$ cat src/rtl/bruteforce_job_ctrl_if.sv
// Job descriptor handshake between the host/config side and bruteforce_job_ctrl.
interface bruteforce_job_ctrl_if;
    logic       cfg_valid;
    logic       cfg_ready;
    logic [5:0] cfg_start_offset;
    logic [3:0] cfg_max_chars;
    logic [6:0] cfg_charset_size;

    modport master (output cfg_valid, cfg_start_offset, cfg_max_chars, cfg_charset_size,
                    input  cfg_ready);
    modport slave  (input  cfg_valid, cfg_start_offset, cfg_max_chars, cfg_charset_size,
                    output cfg_ready);
endinterface

$ cat src/rtl/bruteforce_job_ctrl.sv
// Job sequencer for one char_gen + hash-compare lane: load, run, drain, report.
// Optional BF_STOP_ON_HIT_EN: the first valid hit ends the job early (not flagged as aborted).
module bruteforce_job_ctrl #(
    parameter int PIPE_LATENCY   = 64,
    parameter int GEN_RST_CYCLES = 2
) (
    input  logic                    i_clk,
    input  logic                    i_reset,
    bruteforce_job_ctrl_if.slave    cfg,
    input  logic                    i_abort,
    input  logic                    i_gen_finished,
    input  logic                    i_hit,
    output logic                    o_gen_reset,
    output logic [5:0]              o_gen_start_offset,
    output logic [3:0]              o_gen_max_characters,
    output logic [6:0]              o_gen_charset_size,
    output logic                    o_busy,
    output logic                    o_done,
    output logic                    o_found,
    output logic                    o_aborted,
    output logic                    o_cfg_err,
    output logic [63:0]             o_found_counter,
    output logic [15:0]             o_hit_count
);
    typedef enum logic [2:0] {S_IDLE, S_LOAD, S_RUN, S_DRAIN, S_DONE} state_t;

    localparam logic [31:0] LOAD_LAST  = 32'(GEN_RST_CYCLES - 1);
    localparam logic [31:0] DRAIN_LAST = 32'(PIPE_LATENCY - 1);
    localparam logic [63:0] LAT64      = 64'(PIPE_LATENCY);

    state_t      r_state, w_state_n;
    logic [31:0] r_cnt;
    logic [63:0] r_k;
    logic        r_cfg_ready, r_gen_reset, r_busy, r_done, r_found, r_aborted, r_cfg_err;
    logic [5:0]  r_off;
    logic [3:0]  r_mc;
    logic [6:0]  r_cs;
    logic [63:0] r_fc;
    logic [15:0] r_hc;

    logic        w_found_n, w_aborted_n, w_cfg_err_n;
    logic [5:0]  w_off_n;
    logic [3:0]  w_mc_n;
    logic [6:0]  w_cs_n;
    logic [63:0] w_fc_n;
    logic [15:0] w_hc_n;

    logic w_hs, w_bad, w_act, w_hit_v, w_abort, w_stop;

    assign w_hs    = cfg.cfg_valid & r_cfg_ready;
    assign w_bad   = (cfg.cfg_charset_size < 7'd2) || (cfg.cfg_max_chars == 4'd0);
    assign w_act   = (r_state == S_RUN) || (r_state == S_DRAIN);
    // retire_idx = k - PIPE_LATENCY only exists once the pipe has filled
    assign w_hit_v = w_act && (r_k >= LAT64) && i_hit;
    assign w_abort = i_abort && (r_state inside {S_LOAD, S_RUN, S_DRAIN});
`ifdef BF_STOP_ON_HIT_EN
    assign w_stop  = w_hit_v;
`else
    assign w_stop  = 1'b0;
`endif

    always_comb begin
        w_state_n   = r_state;
        w_found_n   = r_found;
        w_aborted_n = r_aborted;
        w_cfg_err_n = r_cfg_err;
        w_off_n     = r_off;
        w_mc_n      = r_mc;
        w_cs_n      = r_cs;
        w_fc_n      = r_fc;
        w_hc_n      = r_hc;
        case (r_state)
            S_IDLE:  if (w_hs) w_state_n = w_bad ? S_DONE : S_LOAD;
            S_LOAD:  if (r_cnt == LOAD_LAST) w_state_n = S_RUN;
            S_RUN:   if (i_gen_finished) w_state_n = S_DRAIN;
            S_DRAIN: if (r_cnt == DRAIN_LAST) w_state_n = S_DONE;
            S_DONE:  w_state_n = S_IDLE;
            default: w_state_n = S_IDLE;
        endcase
        if (w_abort || w_stop) w_state_n = S_DONE;

        if (w_hs) begin
            w_off_n     = cfg.cfg_start_offset;
            w_mc_n      = cfg.cfg_max_chars;
            w_cs_n      = cfg.cfg_charset_size;
            w_found_n   = 1'b0;
            w_aborted_n = 1'b0;
            w_cfg_err_n = w_bad;
            w_fc_n      = '0;
            w_hc_n      = '0;
        end
        // a hit coinciding with abort is still recorded
        if (w_hit_v) begin
            if (!r_found) begin
                w_found_n = 1'b1;
                w_fc_n    = r_k - LAT64;
            end
            if (r_hc != 16'hFFFF) w_hc_n = r_hc + 16'd1;
        end
        if (w_abort) w_aborted_n = 1'b1;
    end

    always_ff @(posedge i_clk) begin
        if (!i_reset) begin
            r_state     <= S_IDLE;
            r_cnt       <= '0;
            r_k         <= '0;
            r_cfg_ready <= 1'b0;
            r_gen_reset <= 1'b1;
            r_busy      <= 1'b0;
            r_done      <= 1'b0;
            r_found     <= 1'b0;
            r_aborted   <= 1'b0;
            r_cfg_err   <= 1'b0;
            r_off       <= '0;
            r_mc        <= '0;
            r_cs        <= '0;
            r_fc        <= '0;
            r_hc        <= '0;
        end else begin
            r_state     <= w_state_n;
            r_cnt       <= (w_state_n != r_state) ? 32'd0 : r_cnt + 32'd1;
            r_k         <= (r_state == S_LOAD) ? 64'd0 : (w_act ? r_k + 64'd1 : r_k);
            r_cfg_ready <= (w_state_n == S_IDLE);
            r_gen_reset <= !((w_state_n == S_RUN) || (w_state_n == S_DRAIN));
            r_busy      <= (w_state_n != S_IDLE);
            r_done      <= (w_state_n == S_DONE);
            r_found     <= w_found_n;
            r_aborted   <= w_aborted_n;
            r_cfg_err   <= w_cfg_err_n;
            r_off       <= w_off_n;
            r_mc        <= w_mc_n;
            r_cs        <= w_cs_n;
            r_fc        <= w_fc_n;
            r_hc        <= w_hc_n;
        end
    end

    assign cfg.cfg_ready            = r_cfg_ready;
    assign o_gen_reset              = r_gen_reset;
    assign o_gen_start_offset       = r_off;
    assign o_gen_max_characters     = r_mc;
    assign o_gen_charset_size       = r_cs;
    assign o_busy                   = r_busy;
    assign o_done                   = r_done;
    assign o_found                  = r_found;
    assign o_aborted                = r_aborted;
    assign o_cfg_err                = r_cfg_err;
    assign o_found_counter          = r_fc;
    assign o_hit_count              = r_hc;
endmodule
$ cat src/flat_wrapper.sv
// flat-port wrapper written by rule: the top's interface ports become plain ports
module bruteforce_job_ctrl_flat 
#(
    parameter int PIPE_LATENCY   = 64,
    parameter int GEN_RST_CYCLES = 2
)
  (i_clk, i_reset, i_abort, i_gen_finished, i_hit, o_gen_reset, o_gen_start_offset, o_gen_max_characters, o_gen_charset_size, o_busy, o_done, o_found, o_aborted, o_cfg_err, o_found_counter, o_hit_count, cfg_cfg_valid, cfg_cfg_start_offset, cfg_cfg_max_chars, cfg_cfg_charset_size, cfg_cfg_ready);
  bruteforce_job_ctrl_if cfg_i ();
  input  logic i_clk;
  input  logic i_reset;
  input  logic i_abort;
  input  logic i_gen_finished;
  input  logic i_hit;
  output logic o_gen_reset;
  output logic [5:0] o_gen_start_offset;
  output logic [3:0] o_gen_max_characters;
  output logic [6:0] o_gen_charset_size;
  output logic o_busy;
  output logic o_done;
  output logic o_found;
  output logic o_aborted;
  output logic o_cfg_err;
  output logic [63:0] o_found_counter;
  output logic [15:0] o_hit_count;
  input wire logic [$bits(cfg_i.cfg_valid)-1:0] cfg_cfg_valid;
  input wire logic [$bits(cfg_i.cfg_start_offset)-1:0] cfg_cfg_start_offset;
  input wire logic [$bits(cfg_i.cfg_max_chars)-1:0] cfg_cfg_max_chars;
  input wire logic [$bits(cfg_i.cfg_charset_size)-1:0] cfg_cfg_charset_size;
  output wire logic [$bits(cfg_i.cfg_ready)-1:0] cfg_cfg_ready;
  assign cfg_i.cfg_valid = cfg_cfg_valid;
  assign cfg_i.cfg_start_offset = cfg_cfg_start_offset;
  assign cfg_i.cfg_max_chars = cfg_cfg_max_chars;
  assign cfg_i.cfg_charset_size = cfg_cfg_charset_size;
  assign cfg_cfg_ready = cfg_i.cfg_ready;
  bruteforce_job_ctrl #(.PIPE_LATENCY(PIPE_LATENCY), .GEN_RST_CYCLES(GEN_RST_CYCLES)) u_core (.i_clk(i_clk), .i_reset(i_reset), .cfg(cfg_i), .i_abort(i_abort), .i_gen_finished(i_gen_finished), .i_hit(i_hit), .o_gen_reset(o_gen_reset), .o_gen_start_offset(o_gen_start_offset), .o_gen_max_characters(o_gen_max_characters), .o_gen_charset_size(o_gen_charset_size), .o_busy(o_busy), .o_done(o_done), .o_found(o_found), .o_aborted(o_aborted), .o_cfg_err(o_cfg_err), .o_found_counter(o_found_counter), .o_hit_count(o_hit_count));
endmodule
$ cat config.mk
export PLATFORM = sky130hd
export DESIGN_NAME = bruteforce_job_ctrl_flat
export DESIGN_NICKNAME = d
export VERILOG_FILES = /design/src/rtl/bruteforce_job_ctrl_if.sv /design/src/rtl/bruteforce_job_ctrl.sv /design/src/flat_wrapper.sv
export SDC_FILE = /design/constraint.sdc
export NUM_CORES = 1
export LEC_CHECK = 0
export CORE_MARGIN = 2
export CORE_UTILIZATION = 56
export DETAILED_ROUTE_END_ITERATION = 7
export MAX_ROUTING_LAYER = met4
export PLACE_DENSITY = 0.77
export SLEW_MARGIN = 20
export SYNTH_ARGS = -nofsm -noshare
export SYNTH_HDL_FRONTEND = slang
export SYNTH_SLANG_ARGS = --single-unit
$ cat constraint.sdc
create_clock -name i_clk -period 3.81 [get_ports i_clk]
set_clock_uncertainty 0.2 [all_clocks]
set_input_delay 0.762 -clock i_clk [delete_from_list [all_inputs] [get_ports i_clk]]
set_output_delay 0.762 -clock i_clk [all_outputs]
set_load 0.01 [all_outputs]
# ---- Word level (Yosys, flattened, before mapping)
# Index checks and enable logic that the tools add are counted.
dict set report totals {
  input_bits 23
  elab_cells 66
  out_inout_bits 104
  reg_bits 203
}
dict set report op_classes {
  add_sub_neg 4
  muxes 18
  reduce_logical 15
  eq_ne 10
  magnitude_cmp 2
  bitwise_logic 2
}
# operator n
set ops {}
lappend ops {{$mux 64} 3}
lappend ops {{$add 64x1->64 const B} 1}
lappend ops {{$ge 64x7->1 const B} 1}
lappend ops {{$sub 64x7->64 const B} 1}
lappend ops {{$mux 16} 3}
lappend ops {{$add 32x1->32 const B} 1}
lappend ops {{$eq 32x1->1 const B} 1}
lappend ops {{$eq 32x6->1 const B} 1}
lappend ops {{$mux 3} 6}
lappend ops {{$add 16x1->16 const B} 1}
lappend ops {{$ne 16x16->1 const B} 1}
lappend ops {{$eq 3x2->1 const B} 4}
lappend ops {{$pmux 3 s4} 1}
lappend ops {{$lt 7x2->1 const B} 1}
lappend ops {{$logic_not 3->1} 2}
lappend ops {{$reduce_bool 3->1} 2}
lappend ops {{$mux 1} 5}
lappend ops {{$logic_not 4->1} 1}
lappend ops {{$reduce_or 2->1} 2}
lappend ops {{$eq 3x1->1 const B} 1}
lappend ops {{$eq 3x3->1 const B} 1}
lappend ops {{$logic_and 1x1->1} 3}
lappend ops {{$logic_or 1x1->1} 3}
lappend ops {{$ne 3x3->1} 1}
lappend ops {{4 further kinds} 4}

# ---- Longest topological paths before layout
# Gate-level depths: netlist of the first run.
dict set report depth {
  depth_word 9
  depth_mapped 10
  ltp_nobuf 8
}

# ---- Least setup slack after synthesis of the first run
# Ideal clock, no wire load.
dict set report synth_path {
  path_kind {reg2reg}
  from {reg u_core.r_k[6]}
  to {reg u_core.r_fc[40], in the netlist u_core.o_found_counter[40]}
  path_buffers 1
  required_ns 3.468
  path_stages_with_launch 10
  arrival_time_ns 2.411
  slack_ns 1.057
  synth_period_minus_slack_ns 2.753
  setup_time_ns 0.142
  cell_sequence {dfxtp_1 inv_1 ha_1 nor3b_1 nand4_1 nor2_1 nand4_2 clkbuf_1 a22oi_1 a311oi_1}
}
dict set report synth_via {
  elab_chain_len 4
}
# element line_no
set synth_lines {}
lappend synth_lines {{start: declaration} bruteforce_job_ctrl.sv:33} ;# logic [63:0] r_k;
lappend synth_lines {{start signal: assignment} bruteforce_job_ctrl.sv:123} ;# r_k <= (r_state == S_LOAD) ? 64'd0 : (w_act ? r_k + 64'd1 : r_k);
lappend synth_lines {{$ge 64x7->1} bruteforce_job_ctrl.sv:54} ;# assign w_hit_v = w_act && (r_k >= LAT64) && i_hit;
lappend synth_lines {{$logic_and 1x1->1 (2 in a row)} bruteforce_job_ctrl.sv:54}
lappend synth_lines {{$mux 64 (*)} bruteforce_job_ctrl.sv:93} ;# if (w_hit_v) begin
lappend synth_lines {{end signal: assignment} bruteforce_job_ctrl.sv:134} ;# r_fc <= w_fc_n;
lappend synth_lines {{end: declaration} bruteforce_job_ctrl.sv:38} ;# logic [63:0] r_fc;
# Mark *: on every way between the ends. The rest lies on a longest branch, timed or not.
# A chain may end at the register's enable or synchronous reset.

# ---- Final worst setup path of the first run
dict set report layout_path {
  from {reg u_core.r_k[18]}
  to {reg u_core.r_fc[48], in the netlist u_core.o_found_counter[48]}
}
# Same word-level chain as after synthesis.

==> run summary, run 1 <==
status: completed
syn_nets: 1,284
Routed WL: 25,800 µm
standard-cell rows: 49
CP max-delay cell: nor2_1
Worst setup EP type: register
Overall Global Routing Usage: 26.9%
crit path launch type: register
R2R Setup Slk: 0.35 ns
I/O pins: 127
MaxCap Viol Count: 0
drt first pass iters: 5
Post-synth EDFFs: 0
crit-path cells: nor4_2 -> nand4_1 -> nor2_1 -> and4_2 -> buf_4 -> nor3_1 -> a211oi_1
fin area: 12,300 µm²
Reg area: 4060 µm²
Worst path max stage delay: 0.66 ns
peak supply drop: 0.356 mV
Max Slew Vio Count: 0
Hold WS: 0.254 ns
Overflow after GRT: 0
P_leak: 4.24 nW
worst hold path type: register to register
Post-synth ARST share: 0%
CTS tree: yes
Pwr Total: 4.79 mW
largest net degree at the start of global routing: 74
buffers plus inverters on the worst setup path: 1
clk sink count: 203
synthesized flop and latch total: 203
post-route setup TNS: 0 ns
Iteration-0 DRC Markers: 579
RSZ-0062 raised after global routing: false
Initial Util: 56.7%
clock buffer depth: 3
Die Area: 19,200 µm²
Max-slew headroom: 38.8%
Vias/cell: 5.95
Final Cycle Share: 90.7%
Ys Warns: 0
Placed Instance Area: 11,500 µm²
prevailing post-synth register cell: dfxtp_1
Final setup viols: 0
post-DP HPWL: 17,800 µm
clock latency on the worst-skew pair: 0.52 ns
Final Hold Fails: 0
Reg clk slew, reported paths: 0.06 ns
vias in the first global route: 8,647
sequential-to-total area share from yosys stat: 40.0%
fmax: 289 MHz
Synth cell types: 64
Resize count post-CTS: 0
Port Buffers: 126
Worst Path Max Fanout: 26
routed vias: 9,370
DIE HEIGHT: 139 µm
filler instances: 1,542
Inserted Diodes: 0
syn_area_per_cell: 8.10 µm²
cts bufs inserted: 22
fin crit period: 3.46 ns
Worst Setup Path Type: register to register
initial antenna violation count: 0
Worst Max-Slew Pin Slew: 0.919 ns
Mapped Area: 10,100 µm²
root buffer cell: clkbuf_16
first-pass GRT wire length: 43,200 µm
Die Wd: 139 µm
Hold Buf Count CTS: 0
Top delay family on crit path: simple AND/OR/NAND/NOR gates
GPL Wtd Cong: 0.876
Data required, critical path: 4.04 ns
share of layout cells above drive strength 1: 5.72%
H-Tree Depth: 1
average wire per standard cell: 16.3 µm
Setup Fix Bufs, Post-CTS: 0
DR DRC count: 0
nets: 1,363
Antenna Nets Post-Route: 0
worst path arrival time: 3.68 ns
Cells after Synth: 1,253
Layout area overhead: 21.3%
Cell Pwr Density: 389 nW/µm²
multi-input logic area: 5540 µm²
Placeable Area: 17,900 µm²
power by group:
| group | leakage (nW) | internal (mW) | switching (mW) | total (mW) |
|---|---|---|---|---|
| Combinational | 2.21 | 0.0967 | 0.163 | 0.260 |
| Sequential | 1.64 | 2.15 | 0.0187 | 2.17 |
| Clock | 0.392 | 1.50 | 0.858 | 2.36 |
| Total | 4.24 | 3.75 | 1.04 | 4.79 |
routing by layer:
layer | share of wire (%) | vias to the layer above | GRT usage, %
li1 | - | 4597 | -
met1 | 46 | 4437 | 37.1
met2 | 46 | 277 | 41.6
met3 | 5.8 | 59 | 3.35
met4 | 2.8 | 0 | 8.51
met5 | 0 | - | -
final cells by class:
cell class	count	share of cell area, %
timing repair buffer	151	11.9
multi-input combinational	915	45.0
inverter	39	1.19
clock inverter	6	1.35
sequential	203	33.0
tap	229	2.33
clock buffer	33	5.22
worst min-delay path, delay by kind of cell, from the launching register on:
kind / cells / cell delay, ns
and+or+nand+nor: 1 / 0.05
DFF: 1 / 0.31
AOI/OAI and AO/OA: 1 / 0.05
metrics by stage:
step / utilization (%) / setup slack, ns / cells
floorplan: - / 1.06 / 1253
global placement: 64.2 / 0.584 / 1537
detailed placement: 64.2 / 0.434 / 1537
CTS: 68.7 / 0.428 / 1576
global route: 68.7 / 0.130 / 1576
finish: 68.7 / 0.354 / 1576
synthesized netlist by cell type, drive strengths merged, types with 2 or more instances:
master   number  area share, %
nor4         48            3.2
inv          39            1.4
a311oi        9           0.78
a21oi        74            3.7
buf          20            1.3
ha            8           0.99
nand4        36            2.3
nor4b         2           0.17
o221ai        6           0.52
nor2        137            5.1
nor2b         4           0.25
nor3         50            2.7
o21ai        26            1.3
xnor2        85            7.4
nand4b        5           0.43
and2          5           0.31
a21boi        2           0.18
nand3b        5           0.37
a31oi         3           0.18
a211oi        6           0.44
a22oi         9           0.67
o211ai       46            3.4
clkbuf       76            2.8
o22ai         3           0.18
nand2b        4           0.25
and4         10           0.86
o2bb2ai      13            1.1
and3         15           0.92
xor2         50            4.3
dfxtp       203             40
o211a         4           0.39
nand3        86            4.2
or4          10           0.85
nand2       119            4.4
o31ai         2           0.15
or3          19            1.2
logic make-up (layout without fill, tap and decap cells):
logic type      Yosys count  after routing  share of synthesized area (%)
compound gates          212            212                           13.8
buf+inv                 135            229                           5.60
simple gates            559            559                           27.8
fa+ha+maj                 8              8                          0.986
mux                       1              1                         0.0986
xor+xnor                135            135                           11.7
flops                   203            203                           40.0
sequential cells by signal, indices dropped and copies added (netlist names):
name	count
u_core.o_found_counter	64
u_core.o_gen_max_characters	4
u_core.r_k	64
u_core.o_aborted	1
u_core.r_state	3
u_core.o_cfg_err	1
u_core.r_cnt	32
u_core.o_gen_charset_size	7
u_core.o_gen_start_offset	6
u_core.o_gen_reset	1
u_core.o_done	1
u_core.o_found	1
u_core.cfg.cfg_ready	1
u_core.o_busy	1
u_core.o_hit_count	16
worst paths after layout:
path / startpoint / end / cells after the start
setup / recovery: u_core.r_k[18] / u_core.o_found_counter[48] / 7
hold reg to reg: u_core.o_gen_max_characters[3] / u_core.o_gen_max_characters[3] / 2
hold / removal: u_core.o_gen_max_characters[3] / u_core.o_gen_max_characters[3] / 2
setup reg to reg: u_core.r_k[18] / u_core.o_found_counter[48] / 7
placed cells by master, fill, tap and decap left out, types with 13 or more instances in the layout:
cell / instances
xnor2_1: 84
nor3_1: 47
or3_1: 19
nand2_1: 118
a21oi_1: 73
o2bb2ai_1: 13
nand3_1: 86
buf_4: 24
nor4_1: 46
dfxtp_1: 203
clkbuf_16: 22
o21ai_0: 18
and3_1: 15
nor2_1: 136
xor2_1: 50
inv_1: 38
o211ai_1: 46
nand4_1: 35
clkdlybuf4s50_1: 126
(Power assumes the default switching activity.)
==> run 2: changes to the inputs <==
Settings changed: CAP_MARGIN set to 5.
==> results of run 2 <==
Same layout as run 1: the final DEF is identical, and so are final timing and power.
==> run 3: changes to the inputs <==
Settings changed: CORE_UTILIZATION 56 to 45, PLACE_DENSITY 0.77 to 0.64.
==> run summary, run 3 (synthesis results as in run 1) <==
I/O pins: 127 (unchanged)
DIE HEIGHT: 154 µm (+11%)
routed length on met2: 12,100 µm (+2.9%)
post-route setup TNS: 0 ns (unchanged)
Layout area overhead: 21.6%
commonest non-fill, non-tap cell in the layout: dfxtp_1
Max Slew Vio Count: 0 (unchanged)
CTS tree: yes
Overflow after GRT: 0 (unchanged)
P_leak: 4.25 nW (+0.14%)
Routed WL: 26,900 µm (+4.3%)
Resize count post-CTS: 0 (unchanged)
routed vias: 9,194 (-1.9%)
MaxCap Viol Count: 0 (unchanged)
Iteration-0 DRC Markers: 606 (+4.7%)
worst path arrival time: 3.37 ns (-0.31 ns)
first-pass GRT wire length: 44,800 µm (+3.8%)
GPL Wtd Cong: 0.856 (-2.3%)
Placed Instance Area: 11,600 µm² (+0.62%)
clock buffer depth: 3 (unchanged)
RR Startpoint: u_core.r_k[6]
H-Tree Depth: 1 (unchanged)
cts bufs inserted: 23 (+4.5%)
worst hold start: u_core.o_gen_start_offset[4]
Final Cycle Share: 85.0% (-5.7 points)
fin crit period: 3.24 ns (-0.216 ns)
DR DRC count: 0 (unchanged)
CP startpoint: u_core.r_k[6]
Antenna Nets Post-Route: 0 (unchanged)
drt first pass iters: 5 (unchanged)
Hold Buf Count CTS: 0 (unchanged)
clock latency on the worst-skew pair: 0.50 ns (-0.02 ns)
fmax: 309 MHz (+6.7%)
M1 WL: 12,900 µm (+9.4%)
Die Area: 23,800 µm² (+24%)
crit path launch type: register
Max-slew headroom: 38.9% (+0.093 points)
Overall Global Routing Usage: 23.2% (-3.7 points)
Worst Setup Path Type: register to register
Final Hold Fails: 0 (unchanged)
filler instances: 2,089 (+35%)
most frequent cells in the layout: dfxtp_1, nor2_1, clkdlybuf4s50_1, nand2_1, nand3_1
final core occ: 56.2% (-13 points)
Setup Fix Bufs, Post-CTS: 0 (unchanged)
clk sink count: 203 (unchanged)
Worst setup EP type: register
root buffer cell: clkbuf_16
vias in the first global route: 8,496 (-1.7%)
standard-cell rows: 54 (+10%)
Vias/cell: 5.64 (-5.1%)
Data required, critical path: 3.94 ns (-0.10 ns)
nets: 1,365 (+0.15%)
Port Buffers: 126 (unchanged)
share of layout cells above drive strength 1: 6.15% (+0.43 points)
largest net degree at the start of global routing: 74 (unchanged)
Final setup viols: 0 (unchanged)
status: completed
Inserted Diodes: 0 (unchanged)
peak supply drop: 0.355 mV (-0.51%)
initial antenna violation count: 0 (unchanged)
fin area: 12,300 µm² (+0.33%)
Worst Max-Slew Pin Slew: 0.917 ns (-0.00140 ns)
multi-input logic area: 5540 µm² (unchanged)
Placeable Area: 22,000 µm² (+23%)
RSZ-0062 raised after global routing: false
Worst Path Max Fanout: 15 (-42%)
Die Wd: 154 µm (+11%)
Cell Pwr Density: 380 nW/µm² (-2.4%)
Initial Util: 46.2% (-10 points)
worst hold path type: register to register
average wire per standard cell: 16.5 µm (+0.85%)
metal3 WL: 1460 µm (-2.9%)
Reg clk slew, reported paths: 0.06 ns (about the same)
post-DP HPWL: 18,700 µm (+5.4%)
max layer used: met4
Reg area: 4060 µm² (unchanged)
run 3: metal layers:
layer / up-vias / global-route usage (%)
li1: 4610 / -
met1: 4313 / 33.1
met2: 248 / 35.3
met3: 23 / 3.39
met4: 0 / 4.32
met5: - / -
run 3: final timing paths:
path / to / slack [ns] / cells after the start
hold / removal: u_core.o_gen_start_offset[4] / 0.26 / 2
setup reg to reg: u_core.o_hit_count[14] / 0.57 / 11
setup / recovery: u_core.o_hit_count[14] / 0.57 / 11
hold reg to reg: u_core.o_gen_start_offset[4] / 0.26 / 2
run 3: cell type report:
type                       instances  share of cell area, %
multi-input combinational        915                   44.9
sequential                       203                   32.9
timing repair buffer             152                   11.9
clock buffer                      33                   5.53
tap                              280                   2.84
inverter                          39                   1.19
clock inverter                     8                  0.760
run 3: where the power goes:
group	switching, mW	leakage, nW	internal [mW]
combinational	0.165	2.22	0.0968
sequential	0.0180	1.64	2.15
clock	0.880	0.390	1.38
total	1.06	4.25	3.62
run 3: stage by stage:
step	std cells	hold WS, ns	setup slack (ns)	total power [mW]
2_1_floorplan	1253	0.245	1.06	2.36
3_3_place_gp	1589	0.242	0.656	2.48
3_5_place_dp	1589	0.248	0.605	2.48
4_1_cts	1630	0.257	0.581	4.73
5_1_grt	1630	0.270	0.307	4.85
6_report	1630	0.255	0.570	4.69
run 3: worst max-delay path, stage by stage (launching register included):
cell and delay [ns]:
dfxtp_1 0.45, inv_1 0.11, ha_1 0.24, nor3b_1 0.15
buf_4 0.17, nand4_1 0.09, buf_4 0.15, nor2_1 0.05
buf_4 0.17, and4_2 0.35, o21ai_1 0.71, o221ai_1 0.24
==> RTL edit, RTL diff (flow settings as in run 3) <==
Reset style: asynchronous (`i_reset`), changed in one clocked block.
--- a/src/rtl/bruteforce_job_ctrl.sv
+++ b/src/rtl/bruteforce_job_ctrl.sv
@@ -102,3 +102,3 @@
 
-    always_ff @(posedge i_clk) begin
+    always_ff @(posedge i_clk or negedge i_reset) begin
         if (!i_reset) begin
Behaviour: differs if i_reset is asserted again (counterexample within 4 cycles, from zero or initial values and one cycle with i_reset low); with i_reset held inactive, the same outputs for 10 cycles.
==> RTL edit against run 3 <==
  * Count of clock-buffer cells in the layout grew 3
  * Via count decreased by 6.5%
  * Synthesized cell count shrank 9.3%
  * Sequential cell count unchanged
  * First-iteration DRC count is 14% lower
  * Routed wire length shrank 4.9%
  * Area after synthesis up 5.0%
  * Cell area increased by 5.7%
  * Global-route usage fell by 1.7 points
  * Setup slack lost 0.27 ns
  * Highest routed layer unchanged
Power is not compared: it rests on default switching activity, and its combinational part moved more than twofold at a synthesized area within 25%.
==> RTL edit: results (changes against run 3) <==
status: finished clean
GRT Overall Usage: 21.46% (-1.7 points)
Met2 Wirelength: 11,830 microns (-2.3%)
CP top delay family: simple AND/OR/NAND/NOR gates
met1 usage in global routing: 30.59% (-2.5 points)
largest net degree at the start of global routing: 87 (+18%)
GR Util met2: 32.98% (-2.3 points)
register area share after synthesis: 47.70% (+7.7 points)
Placer Congestion: 0.8506 (-0.60%)
M3 GR Usage: 2.573% (-0.82 points)
slowest stage cell, crit path: or4b_2
estimated wirelength of the detail-placed design: 17,480 microns (-6.7%)
vias per cell: 5.453 (-3.3%)
Post-synth top cells: 202 x dfrtp_1, 131 x nor2_1, 123 x nand3_1, 83 x xor2_1, 77 x nand2_1
reg-to-reg slack, setup: 0.30 ns (-0.27 ns)
yosys warns: 0 (unchanged)
Port Buf Inserts: 126 (unchanged)
Net count, final: 1,273 (-6.7%)
fraction of registers with async set or reset after synthesis: 100.0% (+100 points)
Antenna Cells: 0 (unchanged)
top_reg_cell synth: dfrtp_1
top cells by area, synth: dfrtp_1 47%, xor2_1 6.8%, nand3_1 5.8%, nor2_1 4.6%, xnor2_1 4.2%
drt wl/cell: 16.20 microns (-1.7%)
worst slew pin tran: 0.9268 ns (+0.009603 ns)
WP data arrival: 3.73 ns (+0.36 ns)
Net Count, Synth: 1,168 (-9.0%)
global-route wire length before repair: 42,540 microns (-5.1%)
Yosys cell types: 58 (-9.4%)
leakage dissipation: 5.922 nW
DR WL met3: 1091 microns (-25%)
slowest cell delay on critical path: 0.67 ns (-0.04 ns)
DRT Pass-1 Iters: 4 (-1)
Resized cells post-CTS: 0 (unchanged)
starting DRC count in detailed routing: 523 (-14%)
launch point of the worst reg-to-reg path: u_core.r_k[6]$_DFFE_PN0P_
clock transition at the registers of the reported paths: 0.06 ns (about the same)
layout cell share with drive strength beyond 1: 8.347% (+2.2 points)
filler cell count: 2,080 (-0.43%)
CTS Buf Count: 23 (unchanged)
vias in the first global route: 8,212 (-3.3%)
post-CTS setup repair buffer count: 0 (unchanged)
CTS Root Cell: clkbuf_16
WHS: 0.07115 ns (-0.1841 ns)
crit path max fanout: 86 (+71)
Peak VDD IR: 0.3355 mV
worst min path class: in -> async
M1 WL: 12,190 microns (-5.3%)
==> RTL edit: where the power goes <==
| part | switching, W | internal [W] | leakage, nW |
|---|---|---|---|
| Combinational | 0.000658 | 0.000452 | 2.74 |
| Clock | 0.000881 | 0.00147 | 0.394 |
| Sequential | 0.000108 | 0.00231 | 2.78 |
==> RTL edit: area by class of cell <==
type,count,area share [%]
multi-input cells,842,39.56
flip-flops and latches,203,38.94
repair buffers,158,11.82
clock buffers,36,5.398
well taps,319,3.059
clock inverters,5,0.8150
inverters,14,0.4027
==> RTL edit: kinds of logic after synthesis <==
| kind of cell | count (synthesis) | synth area share (%) |
|---|---|---|
| simple gates | 544 | 26.45 |
| flops | 203 | 47.70 |
| compound gates | 135 | 7.729 |
| xor+xnor | 134 | 11.02 |
| buf+inv | 92 | 3.982 |
| mux | 21 | 2.185 |
| fa+ha+maj | 8 | 0.9397 |
==> RTL edit: metrics by stage <==
step	utilization, %	instance area (sq um)	worst slack, ns	instances
6_report	55.93	13050	0.3049	1577
3_3_place_gp	52.42	12230	0.4526	1536
4_1_cts	55.93	13050	0.3369	1577
3_5_place_dp	52.45	12240	0.3565	1536
2_1_floorplan	-	10650	0.7821	1137
5_1_grt	55.93	13050	0.05236	1577
==> RTL edit: worst paths after layout <==
| kind | endpoint | cells past startpoint |
|---|---|---|
| min | u_core.r_cnt[10]$_DFF_PN0_ | 1 |
| max reg2reg | u_core.o_found_counter[34]$_DFF_PN0_ | 9 |
| min reg2reg | u_core.o_cfg_err$_DFFE_PN0P_ | 2 |
| min in group i_clk | u_core.o_cfg_err$_DFFE_PN0P_ | 2 |
| max in group asynchronous | u_core.o_found_counter[29]$_DFF_PN0_ | 3 |
| max | u_core.o_found_counter[34]$_DFF_PN0_ | 9 |
